File: config.mk
export PLATFORM = sky130hd
export DESIGN_NAME = imm_encoder
export DESIGN_NICKNAME = d
export VERILOG_FILES = /design/src/rtl/imm_encoder.sv
export SDC_FILE = /design/constraint.sdc
export NUM_CORES = 1
export LEC_CHECK = 0
export BUFFER_PORTS_ARGS = -buffer_cell sky130_fd_sc_hd__buf_2
export CORE_MARGIN = 2
export CORE_UTILIZATION = 25
export DETAILED_ROUTE_END_ITERATION = 16
export PLACE_DENSITY = 0.42
export SYNTH_ARGS = -nofsm -noshare
export SYNTH_HDL_FRONTEND = slang
export SYNTH_SLANG_ARGS = --single-unit
export TNS_END_PERCENT = 50
File: constraint.sdc
create_clock -name i_clk -period 1.99 [get_ports i_clk]
set_clock_uncertainty 0.1 [all_clocks]
set_input_delay 0.199 -clock i_clk [delete_from_list [all_inputs] [get_ports i_clk]]
set_output_delay 0.199 -clock i_clk [all_outputs]
set_load 0.02 [all_outputs]
File: src/rtl/imm_encoder.sv
// imm_encoder: packs a 32-bit signed immediate into the RV32I immediate
// fields of a base instruction word, selected by the 2-bit immediate-type
// code. Streaming valid/ready on both sides with a registered output and a
// one-word skid register, so a word can be accepted every cycle.
//
// Build option: define IMM_ENCODER_RANGE_CHECK_EN to flag immediates that do
// not fit (or are misaligned for) the selected type on o_err. Without it,
// o_err is tied low and the immediate is silently truncated.
//
// FSM states (occupancy of output + skid registers):
//   state   | meaning
//   S_EMPTY | nothing held; o_valid=0, o_ready=1
//   S_ONE   | one word in output register; o_valid=1, o_ready=1
//   S_FULL  | output and skid both hold a word; o_valid=1, o_ready=0

module imm_encoder #(
  parameter int CNT_W = 16
) (
  input  logic             i_clk,
  input  logic             i_rst_n,
  input  logic             i_valid,
  output logic             o_ready,
  input  logic [31:0]      i_base,
  input  logic [1:0]       i_immsrc,
  input  logic [31:0]      i_imm,
  output logic             o_valid,
  input  logic             i_ready,
  output logic [31:0]      o_instr,
  output logic             o_err,
  output logic [CNT_W-1:0] o_count
);

  typedef enum logic [1:0] {
    S_EMPTY = 2'd0,
    S_ONE   = 2'd1,
    S_FULL  = 2'd2
  } state_t;

  state_t           r_state;
  logic             r_valid;
  logic             r_ready;
  logic [31:0]      r_instr;
  logic             r_err;
  logic [31:0]      r_skid_instr;
  logic             r_skid_err;
  logic [CNT_W-1:0] r_count;

  logic [31:0]      w_enc_instr;
  logic             w_enc_err;
  logic             w_in_xfer;
  logic             w_out_xfer;

  assign w_in_xfer  = i_valid && r_ready;
  assign w_out_xfer = r_valid && i_ready;

  // Pack the immediate into the type's field positions; other bits come from the base word.
  always_comb begin
    w_enc_instr = i_base;
    case (i_immsrc)
      2'b00:   w_enc_instr = {i_imm[11:0], i_base[19:0]};
      2'b01:   w_enc_instr = {i_imm[11:5], i_base[24:12], i_imm[4:0], i_base[6:0]};
      2'b10:   w_enc_instr = {i_imm[12], i_imm[10:5], i_base[24:12],
                              i_imm[4:1], i_imm[11], i_base[6:0]};
      default: w_enc_instr = {i_imm[20], i_imm[10:1], i_imm[11], i_imm[19:12],
                              i_base[11:0]};
    endcase
  end

`ifdef IMM_ENCODER_RANGE_CHECK_EN
  logic w_fit_11;
  logic w_fit_12;
  logic w_fit_20;

  assign w_fit_11 = (&i_imm[31:11]) | ~(|i_imm[31:11]);
  assign w_fit_12 = (&i_imm[31:12]) | ~(|i_imm[31:12]);
  assign w_fit_20 = (&i_imm[31:20]) | ~(|i_imm[31:20]);

  // Flag immediates whose sign-extended value would not round-trip through the fields.
  always_comb begin
    w_enc_err = 1'b0;
    case (i_immsrc)
      2'b00:   w_enc_err = ~w_fit_11;
      2'b01:   w_enc_err = ~w_fit_11;
      2'b10:   w_enc_err = ~w_fit_12 | i_imm[0];
      default: w_enc_err = ~w_fit_20 | i_imm[0];
    endcase
  end
`else
  // Upper immediate bits only matter to the range check.
  logic w_unused_imm;
  assign w_unused_imm = ^i_imm[31:21];
  assign w_enc_err    = 1'b0;
`endif

  // Occupancy FSM: moves words between input, skid and output registers.
  always_ff @(posedge i_clk) begin
    if (!i_rst_n) begin
      r_state      <= S_EMPTY;
      r_valid      <= 1'b0;
      r_ready      <= 1'b1;
      r_instr      <= 32'd0;
      r_err        <= 1'b0;
      r_skid_instr <= 32'd0;
      r_skid_err   <= 1'b0;
      r_count      <= '0;
    end else begin
      if (w_in_xfer) begin
        r_count <= r_count + CNT_W'(1);
      end
      case (r_state)
        S_EMPTY: begin
          if (w_in_xfer) begin
            r_instr <= w_enc_instr;
            r_err   <= w_enc_err;
            r_valid <= 1'b1;
            r_state <= S_ONE;
          end
        end
        S_ONE: begin
          if (w_in_xfer && w_out_xfer) begin
            r_instr <= w_enc_instr;
            r_err   <= w_enc_err;
          end else if (w_in_xfer) begin
            r_skid_instr <= w_enc_instr;
            r_skid_err   <= w_enc_err;
            r_ready      <= 1'b0;
            r_state      <= S_FULL;
          end else if (w_out_xfer) begin
            r_valid <= 1'b0;
            r_state <= S_EMPTY;
          end
        end
        S_FULL: begin
          if (w_out_xfer) begin
            r_instr <= r_skid_instr;
            r_err   <= r_skid_err;
            r_ready <= 1'b1;
            r_state <= S_ONE;
          end
        end
        default: begin
          r_valid <= 1'b0;
          r_ready <= 1'b1;
          r_state <= S_EMPTY;
        end
      endcase
    end
  end

  assign o_ready = r_ready;
  assign o_valid = r_valid;
  assign o_instr = r_instr;
  assign o_err   = r_err;
  assign o_count = r_count;

endmodule

==> impl_metrics.toml, run 1 <==
[detailed_routing]
totalWireLength_mm = 10.2
drt-wirelength-per-cell_um = 13.3
drt_first_pass_iters = 6
remaining_drc_errors = 0
via_per_inst = 4.52
drtIter0Drc = 114
vias = 3443
antenna_left = 0

[power_and_ir_drop]
total_power_uw = 4740
p_clk_frac = 0.395
power_density_nw_per_um2 = 933
switching_power_uw = 1330
p_comb_frac = 0.201
ir_worst_vdd_mv = 0.395
p_int_uw = 3410
switching_share = 0.281
leakage_uw = 0.00213
pwr-share-seq = 0.404

[finish]
diodes = 0
area_growth_pct = 28.3
fillers = 1670
multi_input_area_um2 = 2050
regArea_um2 = 1680
layout-drive-gt1-share = 0.312
layout.nets = 617

[placement]
port_buffers = 101
routabilityCongestion = 0.767
dp_hpwl_mm = 6.94

[floorplanning]
die_y_um = 130
die_w_um = 130
ios = 121
initial_core_util = 0.258
rows = 45
dieArea_um2 = 16800
coreArea_um2 = 15300

[global_routing]
antenna_found_initial = 0
grt_pass1_wl_mm = 16.3
grt_util_all_layers = 0.126
overflow = 0
grt_max_degree = 55
grt_pass1_vias = 3184

[synthesis]
netlist_area_um2 = 3960
synth_nets = 520
yosys_warnings = 0
async_reset_ff_frac = 0
yosys.area.top_type = "dfxtp_1"
ys_ff_latch = 84
synth_enable_flop_cells = 0
synth_common_cells = "dfxtp_1, nand2_1, nor2_1"
yosys_most_used_dff = "dfxtp_1"
synth.most_common_cell = "dfxtp_1"
synth_top_area_frac = 0.425
synthCells = 449
synth.top_cells.by_area = "dfxtp_1, nand2_1, mux2i_1"
ys_seq_area_frac = 0.425
avgSynthCellArea_um2 = 8.81
yosys.cell_types.count = 48

[worst_setup_path]
critPathKind = "reg2reg"
start_kind = "flip-flop"
endpoint_kind = "flip-flop"
cp.required_ns = 2.14
crit_arrival_ns = 1.89
path_max_fanout = 24

[cts]
numClockSinks = 84
cts_root_buffer = "clkbuf_16"
clkTransAtPathRegs_ns = 0.06
cts_buffers = 9
cts_max_level = 3
cts_setup_buffers = 0
clockBufferDepth = 2
tritoncts = "yes"
insertion_delay_ns = 0.34

[sta]
hold_viol = 0
max_freq_mhz = 577
finalCritPeriodShare = 0.872
fin_setup_tns_ns = 0
post-route-min-period_ns = 1.73
rsz0062_at_grt = "false"
drv_slew = 0
setup_viol = 0

[run]
cap_violations = 0

[hold_path]
hp-class = "in2reg"

[outcome]
status = "finished, final reports clean"
==> path summary, 6_finish.rpt <==
check,from,end,slack (ns),depth (start not counted)
setup / recovery,o_ready,o_instr[26],0.26,5
hold / removal,i_imm[10],r_skid_instr[30],0.01,3
setup reg to reg,o_ready,o_instr[26],0.26,5
hold reg to reg,r_skid_instr[31],o_instr[31],0.35,2
==> kinds of logic after synthesis <==
family	count (synthesis)	share of synthesized area
mux	25	0.0633
compound gates	103	0.208
fa+ha+maj	1	0.00316
flops	84	0.425
other cells	1	0.000948
simple gates	185	0.212
buf+inv	39	0.0579
xor+xnor	11	0.0291
==> power groups by stage <==
stage	clock network [µW]	logic, µW	registers [µW]
finish	1870	952	1910
global route	2020	1060	1940
CTS	1940	973	1920
detailed placement	0	961	1950
global placement	0	950	1950
floorplan	0	574	2060
==> per-stage QoR <==
stage	setup WS (ns)	instances	utilization	hold WS [ns]	area, µm²
floorplan	0.180	449	-	0.235	3960
global placement	0.229	739	0.305	0.339	4670
detailed placement	0.189	739	0.305	0.347	4670
CTS	0.163	762	0.331	0.00253	5070
global route	0.0469	762	0.331	0.0142	5070
finish	0.256	762	0.331	0.0140	5070
==> repair_timing <==
action / CTS / global route
hold endpoints to repair: 7 / 0
gates resized for setup: 0 / 1
setup endpoints to repair: 0 / 5
hold buffers: 7 / 0
==> per-layer routing <==
metal | vias up | routed length [µm] | GRT usage
met5 | - | 0 | 0
met4 | 0 | 153 | 0.0474
met3 | 12 | 560 | 0.0377
met2 | 84 | 4640 | 0.207
met1 | 1578 | 4800 | 0.156
li1 | 1769 | - | -
==> layout make-up <==
type,count,area share
repair buffers,122,0.144
inverters,3,0.00222
clock inverters,4,0.0138
multi-input cells,326,0.404
flip-flops and latches,84,0.331
well taps,211,0.0520
clock buffers,12,0.0525
==> critical path, stage by stage (launching register included) <==
cell and delay, ns:
dfxtp_1 0.45, and3b_2 0.30, a211o_1 0.16, buf_4 0.30
nor2_1 0.09, a311oi_2 0.23
==> state kept, by name, summed over array words and instances (netlist names) <==
signal,cells
o_valid,1
r_skid_instr,32
o_count,16
o_ready,1
o_instr,32
r_state,2
==> layout by cell type (no fill, tap or decap), types with 10 or more instances in the layout <==
cell,netlist,routed
nand3_1,10,10
a21oi_2,12,12
a21oi_1,25,25
a211oi_1,16,16
o21ai_0,11,11
nor2_1,50,50
buf_4,3,10
a311oi_2,13,13
nand2_1,80,80
mux2i_1,25,25
dfxtp_1,84,84
buf_2,11,101
Note: power is estimated with default switching activity, not from simulation.
==> run 2: changes to the inputs <==
--- a/config.mk
+++ b/config.mk
@@ -6,6 +6,7 @@
 export NUM_CORES = 1
 export LEC_CHECK = 0
 export BUFFER_PORTS_ARGS = -buffer_cell sky130_fd_sc_hd__buf_2
+export CORE_ASPECT_RATIO = 1.25
 export CORE_MARGIN = 2
 export CORE_UTILIZATION = 25
 export DETAILED_ROUTE_END_ITERATION = 16
==> run 2 against run 1 <==
  * Sequential power is essentially flat
  * Non-clock buffer count decreased by 5
  * Combinational power is 0.7% lower
  * First-iteration DRC count is 45% higher
  * Largest cell class unchanged
  * Power grew 0.42%
  * Sequential share of layout area is 0.34 points higher
  * Critical path type unchanged
==> impl_metrics.toml, run 2 (synthesized netlist as in run 1, its figures left out) <==
[floorplanning]
dieArea_um2 = 16900
ios = 121
die_y_um = 145
die_w_um = 117
initial_core_util = 0.255
rows = 51
coreArea_um2 = 15500

[finish]
multi_input_area_um2 = 2050
area_growth_pct = 27.0
instances_no_fill = 758
diodes = 0
fillers = 1651
postLayoutCoreUtil = 0.324
layout-drive-gt1-share = 0.308
final_cell_mix = "buf_2, dfxtp_1, nand2_1, nor2_1"
layout.nets = 612
layout_commonest_cell = "buf_2"
regArea_um2 = 1680

[power_and_ir_drop]
power_density_nw_per_um2 = 947
leakage_uw = 0.00211
ir_worst_vdd_mv = 0.407

[sta]
post-route-min-period_ns = 1.79
fin_ws_ns = 0.199
hold_viol = 0
rsz0062_at_grt = "false"
finalCritPeriodShare = 0.900
max_freq_mhz = 558
fin_setup_tns_ns = 0
drv_slew = 0
setup_viol = 0

[detailed_routing]
drtIter0Drc = 165
drt_first_pass_iters = 6
vias = 3451
totalWireLength_mm = 10.3
via_per_inst = 4.55
antenna_left = 0
drt-wirelength-per-cell_um = 13.6
remaining_drc_errors = 0

[cts]
clkTransAtPathRegs_ns = 0.06
cts_buffers = 9
cts_root_buffer = "clkbuf_16"
clockBufferDepth = 2
cts_max_level = 3
insertion_delay_ns = 0.34
tritoncts = "yes"
numClockSinks = 84

[worst_setup_path]
slowest_delay_ns = 0.42
critPathKind = "reg2reg"
r2r_cells = 5
start_kind = "flip-flop"
cp.required_ns = 2.13
path_cells = "and3b_1 > a211o_1 > buf_4 > nor2_1 > a311oi_2"
path_max_fanout = 26
path_depth = 5
cp_top_family = "compound AO/OA/AOI/OAI gates"
worst-path-buf-inv = 1
crit_slowest_cell = "dfxtp_1"
crit_arrival_ns = 1.94
rrSetupSlack_ns = 0.20
endpoint_kind = "flip-flop"

[outcome]
status = "finished, final reports clean"

[global_routing]
grt_pass1_wl_mm = 16.6
grt_max_degree = 69
grt_util_all_layers = 0.128
grt_pass1_vias = 3301
overflow = 0
antenna_found_initial = 0

[placement]
dp_hpwl_mm = 6.91
routabilityCongestion = 0.740
post-place-ws_ns = 0.193
dp_cells = 739
port_buffers = 101

[run]
cap_violations = 0

[hold_path]
whs_path_depth = 3
hp-class = "in2reg"
[run 2: changes by cell type in the layout (fill, tap and decap cells not counted), sizes merged]
cell and change:
bufinv +1, clkbuf -1, buf -1, dlygate4sd3 -4
[run 2: power breakdown]
part           internal (µW)  switching (µW)  leakage [µW]  total, µW
clock network           1220             672      0.000163       1900
registers               1830            86.6      0.000686       1920
logic                    373             571       0.00126        945
[run 2: metrics by stage]
step                hold slack [ns]  cell area, µm²  power (µW)
global placement              0.342            4660        2900
detailed placement            0.343            4660        2910
CTS                         0.00168            5020        4840
finish                       0.0128            5020        4760
global route                 0.0194            5020        5020
floorplan                     0.235            3960        2630
[run 2: area by class of cell]
| type | count | area share |
|---|---|---|
| well taps | 212 | 0.0528 |
| repair buffers | 117 | 0.136 |
| clock buffers | 11 | 0.0463 |
| clock inverters | 5 | 0.0199 |
| inverters | 3 | 0.00224 |
| multi-input cells | 326 | 0.408 |
| flip-flops and latches | 84 | 0.335 |
[run 2: worst min-delay path, cell delays in order]
cell     delay [ns]
buf_2          0.11
nand2_1        0.05
a21oi_1        0.05
[run 2: worst paths after layout]
kind | startpoint | end
max | o_ready | o_instr[30]
min | i_base[3] | r_skid_instr[3]
max reg2reg | o_ready | o_instr[30]
min reg2reg | o_instr[22] | o_instr[22]
[run 2: timing repair]
action                                 in CTS  in global routing
gates resized for setup                     0                  0
buffers inserted                            0                  0
hold buffers                                3                  0
endpoints found under the hold margin       3                  0
[run 2: metal layers]
layer | share of wire | track usage
met2 | 0.48 | 0.206
met1 | 0.45 | 0.159
met5 | 0 | 0
met3 | 0.039 | 0.0268
met4 | 0.027 | 0.0689
